==> src/rtl/exp_taylor_arb_pkg.sv <==
// Shared types and widths for the exponential-unit arbiter slice.
package exp_taylor_pkg;

  localparam int unsigned EXP_IN_W  = 12;
  localparam int unsigned EXP_OUT_W = 20;

  typedef logic [EXP_IN_W-1:0]  exp_in_t;
  typedef logic [EXP_OUT_W-1:0] exp_out_t;

  typedef enum logic {ST_RUN, ST_DRAIN} arb_state_t;

endpackage

==> src/rtl/exp_taylor_arb_if.sv <==
// Requester and exp-unit signal bundle for exp_taylor_arb; slave = arbiter side.
interface exp_taylor_arb_if #(parameter int unsigned NREQ = 4) ();
  import exp_taylor_pkg::*;

  logic [NREQ-1:0]          iReq;
  logic [NREQ*EXP_IN_W-1:0] iData;
  logic [NREQ-1:0]          oGnt;
  exp_in_t                  oExpData;
  logic                     oExpDataValid;
  exp_out_t                 iExpData;
  logic                     iExpDataValid;
  exp_out_t                 oData;
  logic [NREQ-1:0]          oDataValid;
  logic                     iFlush;
  logic                     oFlushDone;
  logic                     oErr;

  modport slave (
    input  iReq, iData, iExpData, iExpDataValid, iFlush,
    output oGnt, oExpData, oExpDataValid, oData, oDataValid, oFlushDone, oErr
  );

  modport master (
    output iReq, iData, iExpData, iExpDataValid, iFlush,
    input  oGnt, oExpData, oExpDataValid, oData, oDataValid, oFlushDone, oErr
  );

endinterface

==> src/rtl/exp_tag_fifo.sv <==
// Synchronous FIFO holding requester tags of in-flight exp operations.
module exp_tag_fifo #(
  parameter int unsigned DEPTH = 8,
  parameter int unsigned TAG_W = 2
) (
  input  logic                   clk,
  input  logic                   rst_n,
  input  logic                   push,
  input  logic [TAG_W-1:0]       pushTag,
  input  logic                   pop,
  output logic [TAG_W-1:0]       popTag,
  output logic                   full,
  output logic                   empty,
  output logic [$clog2(DEPTH):0] count
);

  localparam int unsigned PTR_W = $clog2(DEPTH);
  localparam int unsigned CNT_W = PTR_W + 1;

  logic [TAG_W-1:0] mem [DEPTH];
  logic [PTR_W-1:0] wrPtr;
  logic [PTR_W-1:0] rdPtr;

  always_ff @(posedge clk) begin
    if (push) mem[wrPtr] <= pushTag;
  end

  // Pointers wrap naturally because DEPTH is a power of two.
  always_ff @(posedge clk or negedge rst_n) begin
    if (!rst_n) begin
      wrPtr <= '0;
      rdPtr <= '0;
      count <= '0;
    end else begin
      if (push) wrPtr <= wrPtr + PTR_W'(1);
      if (pop)  rdPtr <= rdPtr + PTR_W'(1);
      case ({push, pop})
        2'b10:   count <= count + CNT_W'(1);
        2'b01:   count <= count - CNT_W'(1);
        default: count <= count;
      endcase
    end
  end

  assign popTag = mem[rdPtr];
  assign full   = (count == CNT_W'(DEPTH));
  assign empty  = (count == '0);

endmodule

==> src/rtl/exp_taylor_arb.sv <==
// Shares one pipelined exp unit among NREQ requesters; results routed back by queued tag.
// EXP_ARB_FIXED_PRIO_EN: lowest-index-wins priority instead of round-robin.
module exp_taylor_arb
  import exp_taylor_pkg::*;
#(
  parameter int unsigned NREQ      = 4,
  parameter int unsigned TAG_DEPTH = 8
) (
  input  logic             clk,
  input  logic             rst_n,
  exp_taylor_arb_if.slave  bus
);

  localparam int unsigned TAG_W = $clog2(NREQ);
  localparam int unsigned CNT_W = $clog2(TAG_DEPTH) + 1;

  arb_state_t       state;
  exp_in_t          slot [NREQ];
  logic [TAG_W-1:0] winIdx;
  logic             winValid;
  logic             grant;
  logic             pop;
  logic             drainDone;
  logic [TAG_W-1:0] headTag;
  logic             full;
  logic             empty;
  logic [CNT_W-1:0] count;

  exp_in_t          expDataQ;
  logic             expDataValidQ;
  exp_out_t         dataQ;
  logic [NREQ-1:0]  dataValidQ;
  logic             flushDoneQ;
  logic             errQ;

  for (genvar k = 0; k < NREQ; k++) begin : g_slot
    assign slot[k] = bus.iData[k*EXP_IN_W +: EXP_IN_W];
  end

`ifdef EXP_ARB_FIXED_PRIO_EN
  // Descending scan so the lowest asserted index is the last one written.
  always_comb begin
    winValid = 1'b0;
    winIdx   = '0;
    for (int i = int'(NREQ) - 1; i >= 0; i--) begin
      if (bus.iReq[TAG_W'(i)]) begin
        winValid = 1'b1;
        winIdx   = TAG_W'(i);
      end
    end
  end
`else
  logic [TAG_W-1:0] rrPtr;
  logic [TAG_W-1:0] idx;

  // Descending scan from rrPtr so the nearest requester at or after it wins.
  always_comb begin
    winValid = 1'b0;
    winIdx   = '0;
    idx      = '0;
    for (int i = int'(NREQ) - 1; i >= 0; i--) begin
      idx = TAG_W'((int'(rrPtr) + i) % int'(NREQ));
      if (bus.iReq[idx]) begin
        winValid = 1'b1;
        winIdx   = idx;
      end
    end
  end

  always_ff @(posedge clk or negedge rst_n) begin
    if (!rst_n)     rrPtr <= '0;
    else if (grant) rrPtr <= (int'(winIdx) == int'(NREQ) - 1) ? '0 : winIdx + TAG_W'(1);
  end
`endif

  assign pop       = bus.iExpDataValid && !empty;
  assign grant     = winValid && (state == ST_RUN) && !bus.iFlush && (!full || pop);
  assign drainDone = (state == ST_DRAIN) && (count == '0) && !pop;

  exp_tag_fifo #(.DEPTH(TAG_DEPTH), .TAG_W(TAG_W)) u_tag_fifo (
    .clk     (clk),
    .rst_n   (rst_n),
    .push    (grant),
    .pushTag (winIdx),
    .pop     (pop),
    .popTag  (headTag),
    .full    (full),
    .empty   (empty),
    .count   (count)
  );

  // Run/drain FSM plus issue and return registers.
  always_ff @(posedge clk or negedge rst_n) begin
    if (!rst_n) begin
      state         <= ST_RUN;
      expDataQ      <= '0;
      expDataValidQ <= 1'b0;
      dataQ         <= '0;
      dataValidQ    <= '0;
      flushDoneQ    <= 1'b0;
      errQ          <= 1'b0;
    end else begin
      expDataValidQ <= grant;
      if (grant) expDataQ <= slot[winIdx];
      dataValidQ    <= pop ? (NREQ'(1) << headTag) : '0;
      if (pop) dataQ <= bus.iExpData;
      if (bus.iExpDataValid && empty) errQ <= 1'b1;
      flushDoneQ    <= drainDone;
      case (state)
        ST_RUN:   if (bus.iFlush) state <= ST_DRAIN;
        ST_DRAIN: if (drainDone)  state <= ST_RUN;
        default:  state <= ST_RUN;
      endcase
    end
  end

  assign bus.oGnt          = grant ? (NREQ'(1) << winIdx) : '0;
  assign bus.oExpData      = expDataQ;
  assign bus.oExpDataValid = expDataValidQ;
  assign bus.oData         = dataQ;
  assign bus.oDataValid    = dataValidQ;
  assign bus.oFlushDone    = flushDoneQ;
  assign bus.oErr          = errQ;

endmodule

==> src/flat_wrapper.sv <==
// flat-port wrapper written by rule: the top's interface ports become plain ports
module exp_taylor_arb_flat import exp_taylor_pkg::*;
#(
  parameter int unsigned NREQ      = 4,
  parameter int unsigned TAG_DEPTH = 8
)
  (clk, rst_n, bus_iReq, bus_iData, bus_iExpData, bus_iExpDataValid, bus_iFlush, bus_oGnt, bus_oExpData, bus_oExpDataValid, bus_oData, bus_oDataValid, bus_oFlushDone, bus_oErr);
  exp_taylor_arb_if #(.NREQ(NREQ)) bus_i ();
  input  logic clk;
  input  logic rst_n;
  input wire logic [$bits(bus_i.iReq)-1:0] bus_iReq;
  input wire logic [$bits(bus_i.iData)-1:0] bus_iData;
  input wire logic [$bits(bus_i.iExpData)-1:0] bus_iExpData;
  input wire logic [$bits(bus_i.iExpDataValid)-1:0] bus_iExpDataValid;
  input wire logic [$bits(bus_i.iFlush)-1:0] bus_iFlush;
  output wire logic [$bits(bus_i.oGnt)-1:0] bus_oGnt;
  output wire logic [$bits(bus_i.oExpData)-1:0] bus_oExpData;
  output wire logic [$bits(bus_i.oExpDataValid)-1:0] bus_oExpDataValid;
  output wire logic [$bits(bus_i.oData)-1:0] bus_oData;
  output wire logic [$bits(bus_i.oDataValid)-1:0] bus_oDataValid;
  output wire logic [$bits(bus_i.oFlushDone)-1:0] bus_oFlushDone;
  output wire logic [$bits(bus_i.oErr)-1:0] bus_oErr;
  assign bus_i.iReq = bus_iReq;
  assign bus_i.iData = bus_iData;
  assign bus_i.iExpData = bus_iExpData;
  assign bus_i.iExpDataValid = bus_iExpDataValid;
  assign bus_i.iFlush = bus_iFlush;
  assign bus_oGnt = bus_i.oGnt;
  assign bus_oExpData = bus_i.oExpData;
  assign bus_oExpDataValid = bus_i.oExpDataValid;
  assign bus_oData = bus_i.oData;
  assign bus_oDataValid = bus_i.oDataValid;
  assign bus_oFlushDone = bus_i.oFlushDone;
  assign bus_oErr = bus_i.oErr;
  exp_taylor_arb #(.NREQ(NREQ), .TAG_DEPTH(TAG_DEPTH)) u_core (.clk(clk), .rst_n(rst_n), .bus(bus_i));
endmodule
==> config.mk <==
export PLATFORM = sky130hd
export DESIGN_NAME = exp_taylor_arb_flat
export DESIGN_NICKNAME = d
export VERILOG_FILES = /design/src/rtl/exp_taylor_arb_pkg.sv /design/src/rtl/exp_taylor_arb_if.sv /design/src/rtl/exp_tag_fifo.sv /design/src/rtl/exp_taylor_arb.sv /design/src/flat_wrapper.sv
export SDC_FILE = /design/constraint.sdc
export NUM_CORES = 1
export LEC_CHECK = 0
export ABC_AREA = 1
export BUFFER_PORTS_ARGS = -buffer_cell sky130_fd_sc_hd__buf_2
export CAP_MARGIN = 20
export CORE_MARGIN = 8
export CORE_UTILIZATION = 55
export CTS_CLUSTER_SIZE = 28
export DETAILED_ROUTE_END_ITERATION = 10
export PLACE_DENSITY = 0.86
export RECOVER_POWER = 25
export SLEW_MARGIN = 40
export SYNTH_ARGS = -nofsm -noshare
export SYNTH_HDL_FRONTEND = slang
export SYNTH_SLANG_ARGS = --single-unit
==> constraint.sdc <==
create_clock -name clk -period 6.2 [get_ports clk]
set_input_delay 1.24 -clock clk [delete_from_list [all_inputs] [get_ports clk]]
set_output_delay 1.24 -clock clk [all_outputs]
set_load 0.005 [all_outputs]
==> results.sh <==
export IMPL_setup_viol=0
export IMPL_status="finished with violations"
export IMPL_grt_start_max_net_pins=53
export IMPL_fp_dieH_um=97.87
export IMPL_syn_num_nets=574
export IMPL_synth_area_top_cells="dfrtp_1 35%, nand2_1 19%, edfxtp_1 13%"
export IMPL_post_synth_cell_area_avg_um2=7.538
export IMPL_synth_top_flop_cell="dfrtp_1"
export IMPL_rows=30
export IMPL_peakVddDrop_uv=222.0
export IMPL_leakagePower_nw=2.647
export IMPL_synth_cell_types=29
export IMPL_dieArea_mm2=0.009578
export IMPL_grt_pass1_wl_um=15260
export IMPL_final_hold_viol_count=0
export IMPL_violations="capacitance limit, slew limit"
export IMPL_num_fill_cells=547
export IMPL_core_mm2=0.006644
export IMPL_synth_seq_cells=68
export IMPL_fin_nets=686
export IMPL_layout_setup_ws_ns=1.587
export IMPL_power_density_mw_per_mm2=499.9
export IMPL_clockRootBuffer="clkbuf_8"
export IMPL_syn_to_final_growth_pct=22.06
export IMPL_cts_buffers=9
export IMPL_post_cts_setup_buffer_count=0
export IMPL_place_ws_ns=1.641
export IMPL_ctsResizeCount=0
export IMPL_crit_path_end_kind="primary output"
export IMPL_synth_seq_area_share=0.4834
export IMPL_hold_class="reg -> reg"
export IMPL_maxSlewHeadroom=-0.8728
export IMPL_start_util=0.5548
export IMPL_clock_sinks=68
export IMPL_start_kind="input port"
export IMPL_drv_cap=1
export IMPL_wl_um=8780
export IMPL_antenna_cells=0
export IMPL_ys_warn_count=0
export IMPL_final_util=0.6772
export IMPL_maxSlewViolCount=53
export IMPL_dp_hpwl_um=6508
export IMPL_min_period_ns=4.613
export IMPL_clk_latency_ns=0.34
export IMPL_critPathMaxFanout=23
export IMPL_period_share=0.7440
export IMPL_layout_drive_gt1_share=0.2475
export IMPL_ios=119
export IMPL_grt_usage=0.1910
export IMPL_viasPerCell=4.902
export IMPL_yosysTopAreaCell="dfrtp_1"
export IMPL_ys_async_sr_fraction=0.7647
export IMPL_holdBufCountCts=0
export IMPL_antenna_left=0
export IMPL_antenna_found_initial=0
export IMPL_htree_levels=3
export IMPL_gp_congestion=0.8326
export IMPL_gr_total_overflow=0
export IMPL_drt_pass1_iterations=4
export IMPL_fmax_mhz=216.8
export IMPL_vias=3363
export IMPL_path_clk_slew_ns=0.07
export IMPL_drc=0
export IMPL_synth_area_mm2=0.003686
export IMPL_required_ns=4.96
export IMPL_tightest_slew_ns=2.809
export IMPL_portBuffers=118
export IMPL_critPathArrivalTime_ns=3.37
export IMPL_path_class="in -> out"
export IMPL_grt_pass1_vias=3498
export IMPL_synth_cells=489
export IMPL_power_mw=2.249
export IMPL_cts_tree="built"
export IMPL_wl_per_cell_um=12.80
export IMPL_tns_ns=0
export IMPL_synth_top_area_frac=0.3530
export IMPL_grt_setup_unrepaired="no"
export IMPL_die_x_um=97.87
export IMPL_clock_path_buffers=2
export IMPL_drt_iter0_drc=158
export IMPL_fin_skew_ns=0.008931
export IMPL_synth_edff_count=16
[stage by stage]
| step | hold WS (ns) | cells | instance area (um^2) |
|---|---|---|---|
| after floorplan | 0.4678 | 489 | 3686 |
| after global placement | 0.4562 | 670 | 4273 |
| after detailed placement | 0.4597 | 670 | 4273 |
| after CTS | 0.4795 | 686 | 4503 |
| after global routing | 0.5090 | 686 | 4499 |
| final | 0.4741 | 686 | 4499 |
[registers in the layout (all words and copies together) (netlist names)]
| signal | flops |
|---|---|
| u_core.bus.oDataValid | 4 |
| u_core.bus.oErr | 1 |
| u_core.rrPtr | 2 |
| u_core.state | 1 |
| u_core.u_tag_fifo.count | 4 |
| u_core.bus.oExpData | 12 |
| u_core.bus.oFlushDone | 1 |
| u_core.u_tag_fifo.wrPtr | 3 |
| u_core.u_tag_fifo.rdPtr | 3 |
| u_core.u_tag_fifo.mem | 16 |
| u_core.bus.oData | 20 |
| u_core.bus.oExpDataValid | 1 |
[power breakdown]
part	switching, mW	internal, mW
clock	0.168	0.236
sequential	0.0959	0.627
combinational	0.734	0.388
total	0.999	1.25
[cells by family (layout without fill, tap and decap cells)]
group / count (synthesis) / in the layout / synth area share
AND/OR/NAND/NOR: 287 / 287 / 0.3279
flip-flops: 68 / 68 / 0.4834
XOR/XNOR: 5 / 5 / 0.01188
AO/OA/AOI/OAI: 21 / 21 / 0.03089
buffers and inverters: 99 / 216 / 0.1134
adder cells (fa/ha/maj): 9 / 9 / 0.03259
[final timing paths]
kind                                             from  slack, ns  depth (start not counted)                         end
max                                       bus_iReq[1]       1.59                         13                 bus_oGnt[0]
min                            u_core.bus.oExpData[0]       0.47                          2      u_core.bus.oExpData[0]
max reg2reg                u_core.u_tag_fifo.count[0]       2.89                         15  u_core.u_tag_fifo.count[3]
min reg2reg                    u_core.bus.oExpData[0]       0.47                          2      u_core.bus.oExpData[0]
max in group asynchronous                       rst_n       2.71                          2      u_core.bus.oExpData[6]
min in group asynchronous                       rst_n       1.90                          2             u_core.rrPtr[1]
[synth_stat cells (3+ instances only)]
| master | count |
|---|---|
| buf_6 | 4 |
| o21ai_1 | 3 |
| nand3_1 | 61 |
| nand2_1 | 183 |
| nor2_1 | 28 |
| inv_1 | 75 |
| nand2_2 | 5 |
| xor2_1 | 5 |
| clkbuf_1 | 4 |
| dfrtp_1 | 52 |
| nand2_4 | 3 |
| ha_1 | 8 |
| inv_2 | 4 |
| nor2_2 | 3 |
| buf_2 | 8 |
| edfxtp_1 | 16 |
| o22ai_1 | 4 |
| o21ai_0 | 12 |
[metal layers]
layer / vias to the layer above / routed length (um) / global-route usage
met2: 125 / 4266 / 0.3298
li1: 1716 / - / -
met5: - / 0 / 0
met1: 1511 / 3846 / 0.2220
met4: 0 / 121 / 0.06954
met3: 11 / 547 / 0.05050
[worst max-delay path, stage by stage]
cell and delay (ns):
buf_2 0.10, inv_1 0.04, nand2_1 0.06, nand3_1 0.13, nand3_1 0.08, nand3_1 0.07
nand3_1 0.06, nand2_1 0.58, inv_1 0.45, ha_1 0.33, inv_1 0.05, nor2_1 0.04
buf_2 0.14
[area by class of cell]
class / count / area [um^2] / area share
flip-flops and latches: 68 / 1782 / 0.3960
multi-input cells: 322 / 1486 / 0.3304
repair buffers: 119 / 594.3 / 0.1321
inverters: 81 / 306.5 / 0.06813
clock buffers: 12 / 177.7 / 0.03949
well taps: 80 / 100.1 / 0.02225
clock inverters: 4 / 52.55 / 0.01168
[cell usage in the layout, fill, tap and decap left out, drive strengths merged, types with 5 or more instances in the layout]
cell type,instances
buf,118
clkbuf,13
dfrtp,52
edfxtp,16
ha,8
inv,80
nand2,191
nand3,62
nor2,31
o21ai,15
xor2,5
(Power assumes the default switching activity.)
